<file path="src/rtl/ddr2_traffic_gen_pkg.sv">
// ----------------------------------------------------------------------------
// ddr2_tg_pkg
// Shared types and widths for the DDR2 traffic generator: FSM state encoding,
// user-side address width, data width, error counter width and word index
// width, plus a saturating increment helper for the error counter.
// No ports (package).
// ----------------------------------------------------------------------------
package ddr2_tg_pkg;

    localparam int ADDR_W = 26;
    localparam int DATA_W = 64;
    localparam int ERR_W  = 16;
    localparam int IDX_W  = 16;

    typedef enum logic [2:0] {
        S_IDLE    = 3'd0,
        S_WR_REQ  = 3'd1,
        S_WR_WAIT = 3'd2,
        S_RD_REQ  = 3'd3,
        S_RD_WAIT = 3'd4,
        S_DONE    = 3'd5
    } tg_state_e;

    // Error counter increment that sticks at all-ones instead of wrapping
    function automatic logic [ERR_W-1:0] sat_inc(input logic [ERR_W-1:0] v);
        if (v == {ERR_W{1'b1}}) begin
            sat_inc = v;
        end else begin
            sat_inc = v + 16'd1;
        end
    endfunction

endpackage

</file>
<file path="src/rtl/ddr2_traffic_gen_if.sv">
// ----------------------------------------------------------------------------
// ddr2_traffic_gen_if
// User-side request bus between the traffic generator and a DDR2 controller.
//   c_addr     : word address to controller
//   c_data_in  : write data to controller
//   c_wr_req   : write request
//   c_rd_req   : read request
//   c_rdy      : controller ready / completion indication
//   c_data_out : read data from controller
// master = traffic generator, slave = controller.
// ----------------------------------------------------------------------------
interface ddr2_traffic_gen_if;
    import ddr2_tg_pkg::*;

    logic [ADDR_W-1:0] c_addr;
    logic [DATA_W-1:0] c_data_in;
    logic              c_wr_req;
    logic              c_rd_req;
    logic              c_rdy;
    logic [DATA_W-1:0] c_data_out;

    modport master (
        output c_addr, c_data_in, c_wr_req, c_rd_req,
        input  c_rdy, c_data_out
    );

    modport slave (
        input  c_addr, c_data_in, c_wr_req, c_rd_req,
        output c_rdy, c_data_out
    );
endinterface

</file>
<file path="src/rtl/ddr2_traffic_gen_pattern.sv">
// ----------------------------------------------------------------------------
// ddr2_tg_pattern
// Combinational word pattern: maps a word index to its address and data.
// The same instance feeds both the write data and the readback expectation so
// the two can never disagree.
//   i_idx  : word index
//   o_addr : BASE_ADDR + idx*ADDR_STRIDE, wrapping modulo 2^26
//   o_data : {idx, ~idx}, idx zero-extended to 32 bits
// ----------------------------------------------------------------------------
module ddr2_tg_pattern
    import ddr2_tg_pkg::*;
#(
    parameter logic [ADDR_W-1:0] BASE_ADDR   = 26'h0,
    parameter int                ADDR_STRIDE = 4
) (
    input  logic [IDX_W-1:0]  i_idx,
    output logic [ADDR_W-1:0] o_addr,
    output logic [DATA_W-1:0] o_data
);

    logic [31:0] w_idx32;

    assign w_idx32 = {16'd0, i_idx};
    // 26-bit arithmetic gives the address wrap for free
    assign o_addr  = BASE_ADDR + (ADDR_W'(i_idx) * ADDR_W'(ADDR_STRIDE));
    assign o_data  = {w_idx32, ~w_idx32};

endmodule

</file>
<file path="src/rtl/ddr2_traffic_gen.sv">
// ----------------------------------------------------------------------------
// ddr2_traffic_gen
// Writes NUM_WORDS pattern words to a DDR2 controller, reads them back and
// compares. Reports pass/fail, a saturating mismatch count, the address of the
// first failure and a sticky timeout flag.
//   clk            : clock, rising edge
//   rst            : asynchronous active-low reset
//   start          : pulse, begins a pass when not busy
//   ctrl           : controller request bus (master side)
//   busy           : pass in progress
//   done           : pass finished, held until next start
//   pass           : valid with done; no mismatch and no timeout
//   err_count      : mismatching read words, saturating
//   first_err_addr : address of first mismatch or timeout
//   timeout        : sticky, a transfer exceeded TIMEOUT cycles
// ----------------------------------------------------------------------------
module ddr2_traffic_gen
    import ddr2_tg_pkg::*;
#(
    parameter int                NUM_WORDS   = 16,
    parameter logic [ADDR_W-1:0] BASE_ADDR   = 26'h0,
    parameter int                ADDR_STRIDE = 4,
    parameter int                TIMEOUT     = 4096
) (
    input  logic                      clk,
    input  logic                      rst,
    input  logic                      start,
    ddr2_traffic_gen_if.master        ctrl,
    output logic                      busy,
    output logic                      done,
    output logic                      pass,
    output logic [ERR_W-1:0]          err_count,
    output logic [ADDR_W-1:0]         first_err_addr,
    output logic                      timeout
);

    localparam logic [IDX_W-1:0] LAST_IDX = IDX_W'(NUM_WORDS - 1);
    localparam logic [31:0]      TO_LAST  = 32'(TIMEOUT - 1);

    tg_state_e         r_state, w_state_nxt;
    logic [IDX_W-1:0]  r_idx, w_idx_nxt;
    logic [31:0]       r_wait_cnt, w_wait_nxt;
    logic [ADDR_W-1:0] r_c_addr;
    logic [DATA_W-1:0] r_c_data_in;
    logic [DATA_W-1:0] r_exp_data;
    logic              r_wr_req, r_rd_req;
    logic              r_busy, r_done, r_pass;
    logic              r_timeout, w_timeout_nxt;
    logic [ERR_W-1:0]  r_err_count, w_err_nxt;
    logic [ADDR_W-1:0] r_fea, w_fea_nxt;
    logic [ADDR_W-1:0] w_pat_addr;
    logic [DATA_W-1:0] w_pat_data;
    logic              w_in_xfer, w_to_hit, w_last, w_mismatch, w_enter_req;

    // The pattern is looked up for the index the FSM is about to use, so the
    // address/data registers load in the same edge that enters a REQ state.
    ddr2_tg_pattern #(
        .BASE_ADDR   (BASE_ADDR),
        .ADDR_STRIDE (ADDR_STRIDE)
    ) u_pattern (
        .i_idx  (w_idx_nxt),
        .o_addr (w_pat_addr),
        .o_data (w_pat_data)
    );

    assign w_in_xfer   = (r_state == S_WR_REQ) || (r_state == S_WR_WAIT) ||
                         (r_state == S_RD_REQ) || (r_state == S_RD_WAIT);
    assign w_to_hit    = (r_wait_cnt >= TO_LAST);
    assign w_last      = (r_idx == LAST_IDX);
    assign w_mismatch  = (ctrl.c_data_out != r_exp_data);
    assign w_enter_req = (w_state_nxt != r_state) &&
                         ((w_state_nxt == S_WR_REQ) || (w_state_nxt == S_RD_REQ));
    // Counter restarts on every state change, so each REQ and WAIT phase gets
    // its own TIMEOUT budget.
    assign w_wait_nxt  = (w_in_xfer && (w_state_nxt == r_state)) ? (r_wait_cnt + 32'd1) : 32'd0;

    // Next-state and next-status logic
    always_comb begin
        w_state_nxt   = r_state;
        w_idx_nxt     = r_idx;
        w_err_nxt     = r_err_count;
        w_fea_nxt     = r_fea;
        w_timeout_nxt = r_timeout;
        if (w_in_xfer && !ctrl.c_rdy && w_to_hit) begin
            w_state_nxt   = S_DONE;
            w_timeout_nxt = 1'b1;
            w_fea_nxt     = (r_err_count == 16'd0) ? r_c_addr : r_fea;
        end else begin
            case (r_state)
                S_IDLE, S_DONE: begin
                    if (start) begin
                        w_state_nxt   = S_WR_REQ;
                        w_idx_nxt     = 16'd0;
                        w_err_nxt     = 16'd0;
                        w_fea_nxt     = 26'd0;
                        w_timeout_nxt = 1'b0;
                    end else begin
                        w_state_nxt   = r_state;
                    end
                end
                S_WR_REQ: begin
                    if (ctrl.c_rdy) begin
                        w_state_nxt = S_WR_WAIT;
                    end else begin
                        w_state_nxt = S_WR_REQ;
                    end
                end
                S_WR_WAIT: begin
                    if (ctrl.c_rdy && w_last) begin
                        w_state_nxt = S_RD_REQ;
                        w_idx_nxt   = 16'd0;
                    end else if (ctrl.c_rdy) begin
                        w_state_nxt = S_WR_REQ;
                        w_idx_nxt   = r_idx + 16'd1;
                    end else begin
                        w_state_nxt = S_WR_WAIT;
                    end
                end
                S_RD_REQ: begin
                    if (ctrl.c_rdy) begin
                        w_state_nxt = S_RD_WAIT;
                    end else begin
                        w_state_nxt = S_RD_REQ;
                    end
                end
                S_RD_WAIT: begin
                    if (ctrl.c_rdy) begin
                        w_err_nxt   = w_mismatch ? sat_inc(r_err_count) : r_err_count;
                        w_fea_nxt   = (w_mismatch && (r_err_count == 16'd0) && !r_timeout) ? r_c_addr : r_fea;
                        w_state_nxt = w_last ? S_DONE : S_RD_REQ;
                        w_idx_nxt   = w_last ? r_idx : (r_idx + 16'd1);
                    end else begin
                        w_state_nxt = S_RD_WAIT;
                    end
                end
                default: begin
                    w_state_nxt = S_IDLE;
                end
            endcase
        end
    end

    // FSM state, word index and per-state wait counter
    always_ff @(posedge clk or negedge rst) begin
        if (!rst) begin
            r_state    <= S_IDLE;
            r_idx      <= 16'd0;
            r_wait_cnt <= 32'd0;
        end else begin
            r_state    <= w_state_nxt;
            r_idx      <= w_idx_nxt;
            r_wait_cnt <= w_wait_nxt;
        end
    end

    // Controller-side request, address, write data and readback expectation
    always_ff @(posedge clk or negedge rst) begin
        if (!rst) begin
            r_wr_req    <= 1'b0;
            r_rd_req    <= 1'b0;
            r_c_addr    <= 26'd0;
            r_c_data_in <= 64'd0;
            r_exp_data  <= 64'd0;
        end else begin
            r_wr_req <= (w_state_nxt == S_WR_REQ);
            r_rd_req <= (w_state_nxt == S_RD_REQ);
            if (w_enter_req) begin
                r_c_addr <= w_pat_addr;
            end
            if (w_enter_req && (w_state_nxt == S_WR_REQ)) begin
                r_c_data_in <= w_pat_data;
            end
            if (w_enter_req && (w_state_nxt == S_RD_REQ)) begin
                r_exp_data <= w_pat_data;
            end
        end
    end

    // Status outputs
    always_ff @(posedge clk or negedge rst) begin
        if (!rst) begin
            r_busy      <= 1'b0;
            r_done      <= 1'b0;
            r_pass      <= 1'b0;
            r_err_count <= 16'd0;
            r_fea       <= 26'd0;
            r_timeout   <= 1'b0;
        end else begin
            r_busy      <= (w_state_nxt == S_WR_REQ) || (w_state_nxt == S_WR_WAIT) ||
                           (w_state_nxt == S_RD_REQ) || (w_state_nxt == S_RD_WAIT);
            r_done      <= (w_state_nxt == S_DONE);
            r_pass      <= (w_state_nxt == S_DONE) && (w_err_nxt == 16'd0) && !w_timeout_nxt;
            r_err_count <= w_err_nxt;
            r_fea       <= w_fea_nxt;
            r_timeout   <= w_timeout_nxt;
        end
    end

    assign ctrl.c_addr    = r_c_addr;
    assign ctrl.c_data_in = r_c_data_in;
    assign ctrl.c_wr_req  = r_wr_req;
    assign ctrl.c_rd_req  = r_rd_req;
    assign busy           = r_busy;
    assign done           = r_done;
    assign pass           = r_pass;
    assign err_count      = r_err_count;
    assign first_err_addr = r_fea;
    assign timeout        = r_timeout;

endmodule

</file>
<file path="src/flat_wrapper.sv">
// flat-port wrapper written by rule: the top's interface ports become plain ports
module ddr2_traffic_gen_flat import ddr2_tg_pkg::*;
#(
    parameter int                NUM_WORDS   = 16,
    parameter logic [ADDR_W-1:0] BASE_ADDR   = 26'h0,
    parameter int                ADDR_STRIDE = 4,
    parameter int                TIMEOUT     = 4096
)
  (clk, rst, start, busy, done, pass, err_count, first_err_addr, timeout, ctrl_c_addr, ctrl_c_data_in, ctrl_c_wr_req, ctrl_c_rd_req, ctrl_c_rdy, ctrl_c_data_out);
  ddr2_traffic_gen_if ctrl_i ();
  input  logic clk;
  input  logic rst;
  input  logic start;
  output logic busy;
  output logic done;
  output logic pass;
  output logic [ERR_W-1:0] err_count;
  output logic [ADDR_W-1:0] first_err_addr;
  output logic timeout;
  output wire logic [$bits(ctrl_i.c_addr)-1:0] ctrl_c_addr;
  output wire logic [$bits(ctrl_i.c_data_in)-1:0] ctrl_c_data_in;
  output wire logic [$bits(ctrl_i.c_wr_req)-1:0] ctrl_c_wr_req;
  output wire logic [$bits(ctrl_i.c_rd_req)-1:0] ctrl_c_rd_req;
  input wire logic [$bits(ctrl_i.c_rdy)-1:0] ctrl_c_rdy;
  input wire logic [$bits(ctrl_i.c_data_out)-1:0] ctrl_c_data_out;
  assign ctrl_c_addr = ctrl_i.c_addr;
  assign ctrl_c_data_in = ctrl_i.c_data_in;
  assign ctrl_c_wr_req = ctrl_i.c_wr_req;
  assign ctrl_c_rd_req = ctrl_i.c_rd_req;
  assign ctrl_i.c_rdy = ctrl_c_rdy;
  assign ctrl_i.c_data_out = ctrl_c_data_out;
  ddr2_traffic_gen #(.NUM_WORDS(NUM_WORDS), .BASE_ADDR(BASE_ADDR), .ADDR_STRIDE(ADDR_STRIDE), .TIMEOUT(TIMEOUT)) u_core (.clk(clk), .rst(rst), .start(start), .ctrl(ctrl_i), .busy(busy), .done(done), .pass(pass), .err_count(err_count), .first_err_addr(first_err_addr), .timeout(timeout));
endmodule
</file>
<file path="config.mk">
export PLATFORM = sky130hd
export DESIGN_NAME = ddr2_traffic_gen_flat
export DESIGN_NICKNAME = d
export VERILOG_FILES = /design/src/rtl/ddr2_traffic_gen_pkg.sv /design/src/rtl/ddr2_traffic_gen_if.sv /design/src/rtl/ddr2_traffic_gen_pattern.sv /design/src/rtl/ddr2_traffic_gen.sv /design/src/flat_wrapper.sv
export SDC_FILE = /design/constraint.sdc
export NUM_CORES = 1
export LEC_CHECK = 0
export CAP_MARGIN = 20
export CORE_UTILIZATION = 50
export DETAILED_ROUTE_END_ITERATION = 7
export PLACE_DENSITY = 0.76
export RECOVER_POWER = 25
export SLEW_MARGIN = 10
export SYNTH_ARGS = -nofsm -noshare
export SYNTH_HDL_FRONTEND = slang
export SYNTH_HIERARCHICAL = 1
export SYNTH_SLANG_ARGS = --single-unit
</file>
<file path="constraint.sdc">
create_clock -name clk -period 3.5 [get_ports clk]
set_input_delay 0.525 -clock clk [delete_from_list [all_inputs] [get_ports clk]]
set_output_delay 0.525 -clock clk [all_outputs]
set_load 0.01 [all_outputs]
</file>
==> metrics.txt, run 1 <==
failing checks capacitance limit, slew limit; grt ovf 0; top cells by area, synth dfrtp_1 53%, mux2_2 11%, buf_4 5.1%; Root Driver clkbuf_16; Clock Sinks 253; largest net degree at the start of global routing 98; Vias/cell 5.16; LEAKAGE 0.00654 uW; CP bufs+invs 1; Synth Instances 1,089; area grow syn2layout 27.3%; biggest area consumer among synthesized cells dfrtp_1; synth cell count leaders 253 x dfrtp_1, 149 x nand2_1, 121 x mux2_2, 81 x buf_4, 69 x xnor2_1; CP max stage cell nor4_2; Buffers on Ports 205; worst-path cell chain ha_1 -> nand2_1 -> nor4_2 -> nand4_1 -> buf_4 -> and3_1 -> nand2_1 -> o21ai_2 -> or4_1 -> and4bb_1; # H-tree levels 1; met2 Use GR 38.1%; most numerous cell on the critical path nand2_1; FF-to-FF path depth 10; share of layout cells above drive strength 1 17.5%; Worst R2R Start u_core/err_count[0]$_DFF_PN0_; delay of the slowest critical-path stage 530 ps; final hold viol count 0; post-synthesis sequential area ratio 52.9%; met3 Resource Use GR 7.12%; TritonCTS clock tree built; WS Path Type reg -> reg; Setup crit end u_core/pass$_DFF_PN0_; family with the most delay on the worst path simple AND/OR/NAND/NOR gates; Chip Height 157 um; clock latency on the worst-skew pair 550 ps; Reg2Reg Capture Point u_core/pass$_DFF_PN0_; Yosys reg bits 253; Worst Tran Pin Value 2450 ps; # DRC 0; num ports 206; most common cell in the synthesized netlist dfrtp_1; highest clock rate 311 MHz; CTS hold repair buffers 0; R2R Setup Slk 290 ps; CP startpoint kind register; Initial Util 51.0%; Pwr Density 740 nW/um^2; Final Wtd Congestion 0.928; core area 23,500 sq um; Tot Pwr 11,300 uW; clk buf depth 3; first drt pass iteration count 5; via total after detailed routing 8,537; Finish-stage setup viols 0; status complete, but fails checks; VDD IR-drop max 480 uV; RSZ-0062 raised after global routing no; Int Power 7560 uW; GRT Util Overall 24.0%; critical path peak fanout 9; Std-Cell Rows 56; sequential group share of total power 37.2%; die width 157 um; Nets 1,387; Synth top area share 52.9%; Max-slew headroom -63.6%; switching share of power 32.9%; busiest grt layer met2; area of the die 24,600 sq um; fin crit period 3210 ps; Mapped Area 12,000 sq um; Crit path arrival time 3690 ps; Clock transition at path regs 60 ps; library cells used by synthesis 62; Setup Skew 15.2 ps; clock share of power 26.2%; max-slew violation count 98; async set-reset flop share out of synthesis 100%; initial antenna violation count 0; Critical path origin u_core/err_count[0]$_DFF_PN0_; postcts setup bufs 0; initial drt markers 720; Synth Area per Inst 11.0 sq um; Num CTS Buffers 27; Ys Warns 6; Routed WL per cell 17.4 um; Sw Pwr 3710 uW; Inserted Diodes 0; first-pass GRT wire length 46,000 um; hpwl dp 20,500 um; Setup crit end kind register; placed cell areas 14,300 sq um; Tcrit/Tclk final 91.8%; max_cap viols 1; Hold Path Class reg -> reg; final wirelength 28,800 um; vias in the first global route 8,570; finished layout cell area 15,200 sq um; WP data required 3980 ps; Final ANT Viol Nets 0; critical path depth 10; ys flop type dfrtp_1; Comb pwr share 36.6%; Post-synth EDFFs 0; met1 usage 32.2%
-- what timing repair did --
action	4_1_cts	5_1_grt
setup endpoints to repair	0	2
endpoints found under the hold margin	0	0
resized for setup	0	1
-- kinds of logic (layout without fill, tap and decap cells) --
logic type	count (synthesis)	in the layout	synth area share, %
simple gates	322	322	12.7
flops	253	253	52.9
buf+inv	171	359	8.13
mux	157	157	14.5
compound gates	101	101	5.61
xor+xnor	78	78	5.71
fa+ha+maj	4	4	0.418
other cells	3	62	0.0941
-- placed cells by master (no fill, tap or decap), drive strengths merged, types with 26 or more instances in the layout --
| cell type | count |
|---|---|
| clkdlybuf4s50 | 204 |
| a21oi | 26 |
| buf | 48 |
| inv | 55 |
| nand4 | 32 |
| conb | 62 |
| xnor2 | 69 |
| nand2 | 149 |
| o21ai | 30 |
| mux2i | 28 |
| dfrtp | 253 |
| clkbuf | 38 |
| nor2 | 48 |
| mux2 | 129 |
-- how the worst min path moves through the flow --
stage	from	to	slack (ps)	cells past startpoint
floorplan	rst	u_core/busy$_DFF_PN0_	230	0
global placement	u_core/ctrl.c_data_in[5]$_DFFE_PN0P_	u_core/ctrl.c_data_in[5]$_DFFE_PN0P_	470	1
detailed placement	u_core/ctrl.c_data_in[6]$_DFFE_PN0P_	u_core/ctrl.c_data_in[6]$_DFFE_PN0P_	480	1
CTS	rst	u_core/err_count[5]$_DFF_PN0_	40	1
global route	u_core/ctrl.c_data_in[62]$_DFFE_PN0P_	u_core/ctrl.c_data_in[62]$_DFFE_PN0P_	520	1
finish	u_core/ctrl.c_data_in[6]$_DFFE_PN0P_	u_core/ctrl.c_data_in[6]$_DFFE_PN0P_	490	1
-- stage by stage --
step	setup WS [ps]	TNS [ps]	std cells	hold slack (ps)	utilization, %
2_1_floorplan	666	0	1148	229	-
3_3_place_gp	-16.6	-16.6	1604	467	61.0
3_5_place_dp	-24.7	-45.1	1605	475	61.0
4_1_cts	263	0	1655	38.0	65.0
5_1_grt	52.8	0	1655	517	64.9
6_report	288	0	1655	490	64.9
-- registers in the layout, indices dropped and copies added (netlist names), 3 cells and up --
name,count
u_core/r_state,3
u_core/err_count,16
u_core/ctrl.c_addr,26
u_core/r_exp_data,64
u_core/ctrl.c_data_in,64
u_core/r_idx,16
u_core/r_wait_cnt,32
u_core/first_err_addr,26
-- power by group through the flow --
stage / clock (uW) / combinational, uW / sequential (uW)
2_1_floorplan: 0 / 2460 / 4270
3_3_place_gp: 0 / 4050 / 4210
3_5_place_dp: 0 / 4120 / 4230
4_1_cts: 3020 / 4150 / 4190
5_1_grt: 3120 / 4470 / 4280
6_report: 2950 / 4120 / 4190
-- layout make-up --
cell class | instances | area [sq um]
clock buffer | 35 | 746
clock inverter | 15 | 186
fill | 1880 | 8240
inverter | 54 | 203
multi-input combinational | 724 | 4920
sequential | 253 | 6330
tap | 319 | 399
timing repair buffer | 255 | 2440
-- metal layers --
metal	share of wire (%)	vias up
li1	-	4033
met1	43	4129
met2	47	333
met3	8.4	42
met4	2.0	0
met5	0	-
No activity file was read; power rests on OpenSTA's default activity.
==> run 2: changes to the inputs <==
CTS_CLUSTER_SIZE = 12   (was not set)
clock period = 4.05 ns   (was 3.5 ns; I/O delays follow)
==> metrics.txt, run 2 (same netlist as run 1, synthesis figures left out) <==
initial antenna violation count 0; VDD IR-drop max 543 uV; delay of the slowest critical-path stage 660 ps; critical path peak fanout 8; placed insts 1,584; CTS hold repair buffers 0; CP max stage cell a31oi_1; Final ANT Viol Nets 0; Std-Cell Rows 56; RSZ-0062 raised after global routing no; # H-tree levels 1; CP bufs+invs 1; Setup Skew 7.79 ps; Num CTS Buffers 28; highest clock rate 274 MHz; Finish-stage setup viols 0; share of layout cells above drive strength 1 16.0%; WP data required 4470 ps; Inserted Diodes 0; clock latency on the worst-skew pair 540 ps; max-slew violation count 98; grt ovf 0; die width 157 um; area of the die 24,600 sq um; Hold Path Class reg -> reg; Vias/cell 5.24; Crit path arrival time 4070 ps; area of the multi-input gates 4920 sq um; Chip Height 157 um; Fill cells 1,844; most numerous cell on the critical path o21ai_0; num ports 206; postcts setup bufs 0; largest net degree at the start of global routing 99; first-pass GRT wire length 46,300 um; Worst Tran Pin Value 2470 ps; Sum Neg Setup Slack 0 ps; worst-path cell chain ha_1 -> and2_1 -> nand4_1 -> a31oi_1 -> a21oi_4 -> nor2_1 -> a21o_1 -> o21ai_0 -> o21ai_0 -> inv_1 -> mux2_1; family with the most delay on the worst path compound AO/OA/AOI/OAI gates; Final Wtd Congestion 0.878; Clock Sinks 253; status complete, but fails checks; via total after detailed routing 8,552; Pwr Density 644 nW/um^2; area grow syn2layout 26.1%; Routed WL per cell 17.6 um; most frequent cells in the layout 253 x dfrtp_1, 204 x clkdlybuf4s50_1, 149 x nand2_1; fin crit period 3650 ps; CP startpoint kind register; post-CTS resize count 0; core area 23,500 sq um; Nets 1,367; Setup crit end kind register; vias in the first global route 8,602; most common cell after layout, fill and taps aside dfrtp_1; final hold viol count 0; clk buf depth 3; max_cap viols 1; Seq. cell area 6330 sq um; hpwl dp 20,600 um; Buffers on Ports 205; TritonCTS clock tree built; fin cells 1,632; Tot Pwr 9720 uW; Max-slew headroom -65.0%; final wirelength 28,700 um; first drt pass iteration count 5; Root Driver clkbuf_16; GRT Util Overall 24.1%; failing checks capacitance limit, slew limit; LEAKAGE 0.00643 uW; Tcrit/Tclk final 90.2%; Clock transition at path regs 60 ps; initial drt markers 753; WS Path Type reg -> reg; Initial Util 51.0%; # DRC 0
-- run 2: cell count changes in the layout (fill, tap and decap cells not counted), sizes merged --
cell and delta:
buf -19, bufinv -2, clkbuf +2, clkinv -4, clkinvlp +1, inv -1
-- run 2: per-layer routing --
metal  share of wire, %  up-vias  track usage, %
met5                  0        -               0
met4                2.4        0            5.84
met3                8.4       54            6.29
met2                 47      328            39.4
met1                 42     4164            32.1
li1                   -     4006               -
-- run 2: cell type report --
class	count	share of cell area, %
Clock buffer	39	5.38
Timing Repair Buffer	234	15.5
Multi-Input combinational cell	724	32.6
Tap cell	319	2.64
Sequential cell	253	41.9
Clock inverter	9	0.572
Inverter	54	1.34
-- run 2: where the power goes --
group	switching (uW)	total (uW)	internal, uW
registers	451	3610	3160
logic	1730	3660	1920
clock network	995	2450	1450
-- run 2: stage by stage --
step                      cell area, sq um  utilization (%)  setup WS [ps]  hold WS [ps]
after detailed placement             14200             60.5            329           477
after floorplan                      12200                -           1220           312
after global routing                 15100             64.3            121           516
after global placement               14200             60.5            419           466
after CTS                            15100             64.3            430           119
final                                15100             64.3            395           488
-- run 2: final timing paths --
check	start	cells after the start	slack, ps	endpoint
worst max-delay path	u_core/r_wait_cnt[0]$_DFF_PN0_	11	400	u_core/ctrl.c_data_in[9]$_DFFE_PN0P_
worst min-delay path	u_core/ctrl.c_data_in[6]$_DFFE_PN0P_	1	490	u_core/ctrl.c_data_in[6]$_DFFE_PN0P_
worst max register to register	u_core/r_wait_cnt[0]$_DFF_PN0_	11	400	u_core/ctrl.c_data_in[9]$_DFFE_PN0P_
worst min register to register	u_core/ctrl.c_data_in[6]$_DFFE_PN0P_	1	490	u_core/ctrl.c_data_in[6]$_DFFE_PN0P_
max in group asynchronous	rst	2	1710	u_core/r_exp_data[46]$_DFFE_PN0P_
min in group asynchronous	rst	1	800	u_core/err_count[6]$_DFF_PN0_
==> run 3: changes to the inputs <==
CORE_UTILIZATION = 30   (was 50)
PLACE_DENSITY = not set   (was 0.76)
SETUP_SLACK_MARGIN = 0.1   (was not set)
==> metrics.txt, run 3 (same netlist as run 1, synthesis figures left out) <==
clock latency on the worst-skew pair 570 ps; die width 202 um; Seq. cell area 6330 sq um; fin crit period 3550 ps; Num CTS Buffers 29; Clock Sinks 253; Final Wtd Congestion 0.893; largest net degree at the start of global routing 115; Setup Slack @ Placement 1.22 ps; WP data required 4510 ps; highest clock rate 282 MHz; Crit path arrival time 4000 ps; first-pass GRT wire length 50,800 um; CP startpoint kind register; # H-tree levels 1; status complete, but fails checks; Pwr Density 648 nW/um^2; CP max stage cell a31oi_1; Initial Util 30.7%; final hold viol count 0; CP bufs+invs 1; share of layout cells above drive strength 1 16.9%; grt ovf 0; Nets 1,382; area grow syn2layout 30.0%; initial drt markers 502; VDD IR-drop max 388 uV; WS Path Type reg -> reg; failing checks capacitance limit, slew limit; Setup crit end kind register; # DRC 0; Worst Tran Pin Value 2940 ps; vias in the first global route 8,634; Final ANT Viol Nets 0; first drt pass iteration count 5; Finish-stage setup viols 0; RSZ-0062 raised after global routing no; post-CTS resize count 0; met2 Use GR 24.7%; finished layout cell area 15,600 sq um; LEAKAGE 0.00655 uW; max_cap viols 1; met3 Resource Use GR 4.96%; postcts setup bufs 0; core area 39,000 sq um; final wirelength 32,700 um; num ports 206; Buffers on Ports 205; delay of the slowest critical-path stage 840 ps; area of the die 40,700 sq um; family with the most delay on the worst path compound AO/OA/AOI/OAI gates; most frequent cells in the layout 253 x dfrtp_1, 204 x clkdlybuf4s50_1, 149 x nand2_1; TritonCTS clock tree built; Setup Skew 19.0 ps; setup ws final 503 ps; fin cells 1,847; Max-slew headroom -95.8%; Tcrit/Tclk final 87.6%; placed cell areas 14,600 sq um; most common cell after layout, fill and taps aside dfrtp_1; initial antenna violation count 2; critical path peak fanout 11; busiest grt layer met2; Hold Path Class reg -> reg; Hold WS 495 ps; CTS hold repair buffers 0; GRT Util Overall 16.0%; worst-path cell chain ha_1 -> and2_1 -> nand4_1 -> a31oi_1 -> a21oi_4 -> nor2_1 -> nor2_1 -> nand2_1 -> a22o_1 -> inv_1 -> mux2_2; Std-Cell Rows 72; max-slew violation count 114; most numerous cell on the critical path nor2_1; Vias/cell 4.58; met1 usage 21.7%; Clock transition at path regs 60 ps; clk buf depth 3; via total after detailed routing 8,454; area of the multi-input gates 4920 sq um; Inserted Diodes 0; Sum Neg Setup Slack 0 ps; Chip Height 202 um; Root Driver clkbuf_16; Routed WL per cell 17.7 um; placed insts 1,796; hpwl dp 24,000 um; Fill cells 3,810
## run 3: cell count changes in the layout (fill, tap and decap cells not counted), moves of 2 or more
cell       delta
bufinv_16     +2
clkinv_2      -2
buf_4        +12
clkbuf_8      +2
## run 3: layout make-up
class	instances	area share, %
multi-input combinational	724	31.6
sequential	253	40.7
inverter	54	1.30
clock buffer	42	5.56
timing repair buffer	248	15.8
clock inverter	8	0.853
tap	518	4.17
## run 3: per-stage QoR
step,power [uW],utilization [%]
3_3_place_gp,7390,37.3
2_1_floorplan,5820,-
6_report,10100,39.9
3_5_place_dp,7450,37.3
5_1_grt,10700,39.9
4_1_cts,10200,39.9
## run 3: path summary, 6_finish.rpt
path,endpoint,depth (start not counted),slack (ps),start
min,u_core/ctrl.c_data_in[7]$_DFFE_PN0P_,1,500,u_core/ctrl.c_data_in[7]$_DFFE_PN0P_
max reg2reg,u_core/r_exp_data[1]$_DFFE_PN0P_,11,500,u_core/r_wait_cnt[0]$_DFF_PN0_
min in group asynchronous,u_core/ctrl.c_data_in[53]$_DFFE_PN0P_,1,990,rst
max,u_core/r_exp_data[1]$_DFFE_PN0P_,11,500,u_core/r_wait_cnt[0]$_DFF_PN0_
min reg2reg,u_core/ctrl.c_data_in[7]$_DFFE_PN0P_,1,500,u_core/ctrl.c_data_in[7]$_DFFE_PN0P_
max in group asynchronous,u_core/ctrl.c_data_in[25]$_DFFE_PN0P_,2,1030,rst
## run 3: routing by layer
layer / routed length [um] / up-vias
li1: - / 4024
met1: 14700 / 4146
met2: 14800 / 231
met3: 2410 / 51
met4: 752 / 2
met5: 13 / -
## run 3: where the power goes
part	internal, uW	switching (uW)	leakage, uW
logic	1960	1780	0.00290
registers	3160	474	0.00316
clock network	1660	1050	0.000491
total	6780	3300	0.00655
